File: config.mk
export PLATFORM = sky130hd
export DESIGN_NAME = program_counter
export DESIGN_NICKNAME = d
export VERILOG_FILES = /design/src/rtl/cpu_fetch_pkg.sv /design/src/rtl/pc_next.sv /design/src/rtl/program_counter.sv
export SDC_FILE = /design/constraint.sdc
export NUM_CORES = 1
export LEC_CHECK = 0
export ABC_AREA = 0
export BUFFER_PORTS_ARGS = -buffer_cell sky130_fd_sc_hd__buf_4
export CAP_MARGIN = 20
export CORE_UTILIZATION = 30
export DETAILED_ROUTE_END_ITERATION = 7
export PLACE_DENSITY_LB_ADDON = 0.15
export RECOVER_POWER = 50
export SLEW_MARGIN = 40
export SYNTH_ARGS = -nofsm -noshare
export SYNTH_HDL_FRONTEND = slang
export SYNTH_HIERARCHICAL = 1
export SYNTH_SLANG_ARGS = --single-unit
File: constraint.sdc
create_clock -name Clock -period 1.4 [get_ports Clock]
set_input_delay 0.14 -clock Clock [delete_from_list [all_inputs] [get_ports Clock]]
set_output_delay 0.14 -clock Clock [all_outputs]
set_load 0.05 [all_outputs]
File: src/rtl/cpu_fetch_pkg.sv
// Shared types and constants for the fetch sequencer.
// HALT_OPCODE is the all-ones word; callers slice it to their instruction width.
package cpu_fetch_pkg;

  localparam int unsigned DEFAULT_ADDR_WIDTH  = 32'd2;
  localparam int unsigned DEFAULT_INSTR_WIDTH = 32'd2;

  localparam logic [63:0] HALT_OPCODE = {64{1'b1}};

  typedef enum logic [1:0] {
    ST_IDLE = 2'd0,
    ST_RUN  = 2'd1,
    ST_HALT = 2'd2
  } fetch_state_e;

endpackage

File: src/rtl/pc_next.sv
// Combinational next-PC select: jump target or PC+1 (modulo 2^ADDR_WIDTH).
// wrap_o flags an increment from all-ones to zero; a jump never reports a wrap.
module pc_next
  import cpu_fetch_pkg::*;
#(
  parameter int unsigned ADDR_WIDTH = DEFAULT_ADDR_WIDTH
) (
  input  logic [ADDR_WIDTH-1:0] pc_i,
  input  logic                  jump_en_i,
  input  logic [ADDR_WIDTH-1:0] jump_target_i,
  output logic [ADDR_WIDTH-1:0] pc_next_o,
  output logic                  wrap_o
);

  // Select jump or increment and flag increment wrap
  always_comb begin
    pc_next_o = pc_i + ADDR_WIDTH'(1);
    wrap_o    = 1'b0;
    if (jump_en_i) begin
      pc_next_o = jump_target_i;
      wrap_o    = 1'b0;
    end else begin
      wrap_o    = &pc_i;
    end
  end

endmodule

File: src/rtl/program_counter.sv
// Fetch sequencer: owns the PC, captures memory data into a one-entry output register.
// Optional build macro PC_HALT_DECODE_EN enables halt-opcode decode (RUN -> HALT).
module program_counter
  import cpu_fetch_pkg::*;
#(
  parameter int unsigned ADDR_WIDTH  = DEFAULT_ADDR_WIDTH,
  parameter int unsigned INSTR_WIDTH = DEFAULT_INSTR_WIDTH
) (
  input  logic                   Clock,
  input  logic                   Reset,
  input  logic                   Start,
  input  logic                   Stall,
  input  logic                   JumpEnable,
  input  logic [ADDR_WIDTH-1:0]  JumpTarget,
  input  logic [INSTR_WIDTH-1:0] Instruction,
  input  logic                   Ready,
  output logic [ADDR_WIDTH-1:0]  InstructionAddress,
  output logic [INSTR_WIDTH-1:0] FetchedInstruction,
  output logic [ADDR_WIDTH-1:0]  FetchedAddress,
  output logic                   Valid,
  output logic                   Halted,
  output logic                   End
);

  fetch_state_e           state_q, state_d;
  logic [ADDR_WIDTH-1:0]  pc_q, pc_d;
  logic [ADDR_WIDTH-1:0]  fa_q, fa_d;
  logic [INSTR_WIDTH-1:0] fi_q, fi_d;
  logic                   valid_q, valid_d;
  logic                   end_q, end_d;
  logic [ADDR_WIDTH-1:0]  pc_next_s;
  logic                   wrap_s;
  logic                   advance_s;
  logic                   term_s;

  pc_next #(.ADDR_WIDTH(ADDR_WIDTH)) u_pc_next (
    .pc_i          (pc_q),
    .jump_en_i     (JumpEnable),
    .jump_target_i (JumpTarget),
    .pc_next_o     (pc_next_s),
    .wrap_o        (wrap_s)
  );

  assign advance_s = !Stall && (state_q == ST_RUN) && (!valid_q || Ready);

`ifdef PC_HALT_DECODE_EN
  logic unused_wrap_s;
  assign unused_wrap_s = wrap_s;
  assign term_s        = (Instruction == HALT_OPCODE[INSTR_WIDTH-1:0]);
  assign Halted        = (state_q == ST_HALT);
`else
  assign term_s        = wrap_s;
  assign Halted        = 1'b0;
`endif

  // Next-state, PC and output-register update; Stall holds everything
  always_comb begin
    state_d = state_q;
    pc_d    = pc_q;
    fi_d    = fi_q;
    fa_d    = fa_q;
    valid_d = valid_q;
    end_d   = 1'b0;
    if (!Stall) begin
      case (state_q)
        ST_IDLE: begin
          if (Start) begin
            state_d = ST_RUN;
            pc_d    = '0;
          end else begin
            state_d = ST_IDLE;
          end
        end
        ST_RUN: begin
          if (advance_s) begin
            fi_d    = Instruction;
            fa_d    = pc_q;
            valid_d = 1'b1;
            pc_d    = pc_next_s;
            end_d   = term_s;
`ifdef PC_HALT_DECODE_EN
            if (term_s) begin
              state_d = ST_HALT;
            end else begin
              state_d = ST_RUN;
            end
`endif
          end else if (valid_q && Ready) begin
            valid_d = 1'b0;
          end else begin
            valid_d = valid_q;
          end
        end
        ST_HALT: begin
          // Restart drops any word still waiting for the decoder
          if (Start) begin
            state_d = ST_RUN;
            pc_d    = '0;
            valid_d = 1'b0;
          end else if (Ready) begin
            valid_d = 1'b0;
          end else begin
            valid_d = valid_q;
          end
        end
        default: begin
          state_d = ST_IDLE;
        end
      endcase
    end else begin
      end_d = 1'b0;
    end
  end

  // State and output registers with synchronous reset
  always_ff @(posedge Clock) begin
    if (Reset) begin
      state_q <= ST_IDLE;
      pc_q    <= '0;
      fi_q    <= '0;
      fa_q    <= '0;
      valid_q <= 1'b0;
      end_q   <= 1'b0;
    end else begin
      state_q <= state_d;
      pc_q    <= pc_d;
      fi_q    <= fi_d;
      fa_q    <= fa_d;
      valid_q <= valid_d;
      end_q   <= end_d;
    end
  end

  assign InstructionAddress = pc_q;
  assign FetchedInstruction = fi_q;
  assign FetchedAddress     = fa_q;
  assign Valid              = valid_q;
  assign End                = end_q;

endmodule

# After elaboration in Yosys (flattened, before gate mapping)
# Index checks and enable logic that the tools add are counted.
[word_totals] ff_bits=10 latch_bits=0 ram_bits=0 mem_bits_ro=0 input_bits=10 output_inout_bits=9 wordCells=45 mem_count=0
[op_classes] add_sub_neg=1 multipliers=0 div=0 magnitude_cmp=0 eq_ne=7 shifts=0 n_mux=12 bitwise=3 reduce_logical=16
[ops] op="$mux W2" count=4
[ops] op="$reduce_and A4 Y1" count=2
[ops] op="$pmux W2 S3" count=1
[ops] op="$reduce_and A3 Y1" count=2
[ops] op="$mux W1" count=5
[ops] op="$reduce_or A5 Y1" count=1
[ops] op="$ne A2 B2 Y1 const B" count=2
[ops] op="$pmux W2 S2" count=1
[ops] op="$reduce_bool A2 Y1" count=2
[ops] op="$logic_and A1 B1 Y1" count=3
[ops] op="$ne A3 B2 Y1 const B" count=1
[ops] op="$ne A3 B3 Y1 const B" count=1
[ops] op="$not A1 Y1" count=3
[ops] op="$add A2 B1 Y2 const B" count=1
[ops] op="$eq A2 B1 Y1 const B" count=1
[ops] op="$eq A2 B2 Y1 const B" count=1
[ops] op="$logic_not A1 Y1" count=2
[ops] op="$logic_not A2 Y1" count=1
[ops] op="$ne A2 B1 Y1 const B" count=1
[ops] op="$pmux W1 S2" count=1
[ops] op="$reduce_and A2 Y1" count=1
[ops] op="$reduce_or A2 Y1" count=1
[ops] op="$logic_or A1 B1 Y1" count=1

# Depth between registers and ports, before layout
[logic_depth] ltp_word=5 depth_mapped=3 mapped_depth_nobuf=3

# Modules after synthesis
# The synthesis kept the hierarchy.
[by_module_without_submodules] module="program_counter" n_inst=1 cells_each=40 area_each_um2=357.8 seq_area_each_um2=180.2
[by_module_without_submodules] module="pc_next" n_inst=1 cells_each=5 area_each_um2=45.0 seq_area_each_um2=0.0

# Least setup slack after synthesis
# OpenSTA, ideal clock, no wires.
[synth_timing] path_kind="register to register" startpoint="reg pc_q[0] (netlist: InstructionAddress[0])" endpoint="reg pc_q[1] (netlist: InstructionAddress[1])" setup_ns=0.117 arrival_time_ns=1.416 required_time_ns=1.283 setup_slack_ns=-0.132 path_stages_with_launch=4 path_buffers=0 cell_sequence="dfxtp_1 ha_1 mux2_4 a22o_1"
[synth_between] elab_chain_cells=4
[synth_rtl] element="start: declaration" line="program_counter.sv:26" rtl="logic [ADDR_WIDTH-1:0] pc_q, pc_d;"
[synth_rtl] element="start signal: assignment" line="program_counter.sv:126" rtl="pc_q <= pc_d;"
[synth_rtl] element="$add A2 B1 Y2" line="pc_next.sv:17" rtl="pc_next_o = pc_i + ADDR_WIDTH'(1);"
[synth_rtl] element="$mux W2" line="pc_next.sv:19" rtl="if (jump_en_i) begin"
[synth_rtl] element="net pc_next_s[1]" line="program_counter.sv:31" rtl="logic [ADDR_WIDTH-1:0] pc_next_s;"
[synth_rtl] element="$mux W2" line="program_counter.sv:75" rtl="if (advance_s) begin"
[synth_rtl] element="$pmux W2 S2" line="program_counter.sv:65" rtl="case (state_q)"
# The timed path passes the listed nets, and every way through them passes these cells. The select of a mux whose other input is x is not followed.
# A chain may end at the register's enable or synchronous reset.

# Worst setup path in the final report
[layout_timing] startpoint="reg fi_q[0] (netlist: FetchedInstruction[0])" endpoint="out FetchedInstruction[0]"
[layout_rtl] element="start: declaration" line="program_counter.sv:28" rtl="logic [INSTR_WIDTH-1:0] fi_q, fi_d;"
[layout_rtl] element="start signal: assignment" line="program_counter.sv:127" rtl="fi_q <= fi_d;"
[layout_rtl] element="end: declaration" line="program_counter.sv:18" rtl="output logic [INSTR_WIDTH-1:0] FetchedInstruction,"
# No word-level cell between the ends.

==> flow_summary_export.csv <==
group,metric,value,unit
run,drv_cap,0,
timing,relSlewSlack,0.606,
floorplanning,die_height,38.6,microns
power,cellPowerDensity,1020,nW/um^2
power,fin_total_pwr,0.556,mW
critical_path,critPathBufInv,1,
power,p_leak,0.236,nW
drt,drt_iter0_drc,7,
drt,ant_nets,0,
clock_tree,post-cts-setup-buffers,0,
clock_tree,cts_tree,"yes",
floorplanning,ios,19,
power,pwr-share-clk,0.362,
grt,grt_usage,0.136,
synth,synth-seq-area-share,0.447,
drt,drt-vias-per-instance,4.76,
critical_path,crit_path_start_kind,"register",
final_layout,nets,76,
critical_path,critical_path_class,"register to primary output",
floorplanning,core,1170,sq um
clock_tree,cts-htree-levels,1,
drt,drt-pass1-iter-count,4,
status,status,"complete, no violations",
place,io_buffers,17,
clock_tree,ctsResizeCount,0,
drt,routed_wl,869,microns
synth,synth_edf_count,0,
timing,fmax,840,MHz
final_layout,final_common_cell,"buf_4",
power,seqPwrFrac,0.486,
place,routabilityCongestion,0.679,
floorplanning,chipWidth,38.6,microns
power,netSwitchingFraction,0.264,
drt,routedWlPerCell,11.1,microns
clock_tree,cts_buffer_depth,2,
critical_path,max_stage_delay,0.47,ns
synth,synth_area,403,sq um
timing,setup_viol,0,
final_layout,drive_gt1_frac,0.313,
critical_path,crit_path_max_fanout,2,
synth,yosys_warnings,6,
grt,grt_pass1_vias,312,
timing,finClkSkew,0.00144,ns
power,p_int,0.409,mW
timing,finalHoldViolCount,0,
critical_path,worstPathCellList,"clkbuf_1",
critical_path,crit_family,"buffers and inverters",
synth,syn_nets,56,
grt,grt_pass1_wl,1300,microns
synth,synth_flop_cell,"dfxtp_1",
critical_path,cp-end-kind,"primary output",
critical_path,crit_arrival,1.05,ns
timing,tns,0,ns
timing,finalWorstSetupSlack,0.209,ns
timing,timing.final.crit_period,1.19,ns
synth,syn_area_per_cell,8.95,sq um
drt,drc,0,
power,power_frac_comb,0.153,
synth,ys_ff_latch,9,
place,preCtsSetupSlack,0.218,ns
timing,tightestPinTransition,0.593,ns
floorplanning,start_util,0.344,
floorplanning,row_count,12,
drt,vias,371,
final_layout,diodes,0,
final_layout,fillers,129,
grt,grt_overflow,0,
power,switchingPower,0.147,mW
clock_tree,root_buffer,"clkbuf_4",
critical_path,critical_path_required,1.26,ns
clock_tree,hold_buffers,0,
timing,period_share,0.851,
final_layout,synthToLayoutAreaGrowth,35.4,%
final_layout,layout_common_cells,"buf_4 (12), dfxtp_1 (7), clkbuf_1 (6), o21ai_0 (5), a21oi_1 (5)",
clock_tree,clkTransAtPathRegs,0.06,ns
hold_path,hold_path_class,"primary input to register",
grt,antenna_found_initial,0,
floorplanning,dieArea,1490,sq um
grt,grt_max_degree,9,
synth,async_reset_ff_frac,0,
power,ir_worst_vdd,640,uV
clock_tree,clock_latency,0.26,ns
timing,rsz0062_at_grt,"false",
clock_tree,clock-sinks,9,
critical_path,cp_slowest_cell,"clkbuf_1",
synth,synth_cell_types,21,
clock_tree,numCtsBuffers,3,
synth,syn_inst,45,
timing,slew_violations,0,
cells in the mapped netlist (2+ instances only):
library cell	number	share of area
dfxtp_1	9	0.45
a21oi_1	5	0.062
o21ai_0	5	0.062
nand2b_1	2	0.031
nor2_1	3	0.028
and2b_2	2	0.043
nand3_1	4	0.050
a22o_1	2	0.043
path summary, 6_finish.rpt:
check	from	to	slack [ns]	cells after the start
hold / removal	Reset	FetchedAddress[1]	0.11	2
hold reg to reg	FetchedInstruction[1]	FetchedInstruction[1]	0.48	2
setup reg to reg	InstructionAddress[0]	InstructionAddress[1]	0.22	3
setup / recovery	FetchedInstruction[0]	FetchedInstruction[0]	0.21	1
metrics by stage:
stage,util,hold slack [ns],cell area [sq um],cells
2_1_floorplan,-,0.285,405,45
3_3_place_gp,0.460,0.381,539,74
3_5_place_dp,0.460,0.385,539,74
4_1_cts,0.483,0.102,566,78
5_1_grt,0.466,0.0946,546,78
6_report,0.466,0.111,546,78
per-layer routing:
layer	global-route usage	vias to the layer above	routed length, microns
met2	0.175	19	364
met4	0.0259	0	0
li1	-	192	-
met5	0	-	0
met1	0.173	160	403
met3	0.110	0	100
logic make-up after synthesis:
family | Yosys count | share of synthesized area
mux | 1 | 0.0373
simple gates | 17 | 0.255
fa+ha+maj | 1 | 0.0311
compound gates | 13 | 0.183
flops | 9 | 0.447
buf+inv | 3 | 0.0373
other cells | 1 | 0.00931
flip-flops by register name, indices dropped and copies added (netlist names):
| name | count |
|---|---|
| FetchedInstruction | 2 |
| FetchedAddress | 2 |
| End | 1 |
| state_q | 1 |
| InstructionAddress | 2 |
| Valid | 1 |
final cells by class:
cell class / instances / area (sq um) / share of cell area
Tap cell: 14 / 17.5 / 0.0321
Timing Repair Buffer: 17 / 109 / 0.200
Sequential cell: 9 / 183 / 0.335
Multi-Input combinational cell: 33 / 206 / 0.378
Inverter: 1 / 3.75 / 0.00688
Clock buffer: 4 / 26.3 / 0.0482
power by group through the flow:
stage	clock network, mW	logic [mW]	registers, mW
2_1_floorplan	0	0.0367	0.293
3_3_place_gp	0	0.0875	0.276
3_5_place_dp	0	0.0873	0.276
4_1_cts	0.212	0.0875	0.270
5_1_grt	0.230	0.0915	0.271
6_report	0.201	0.0848	0.270
No activity file was read; power rests on OpenSTA's default activity.
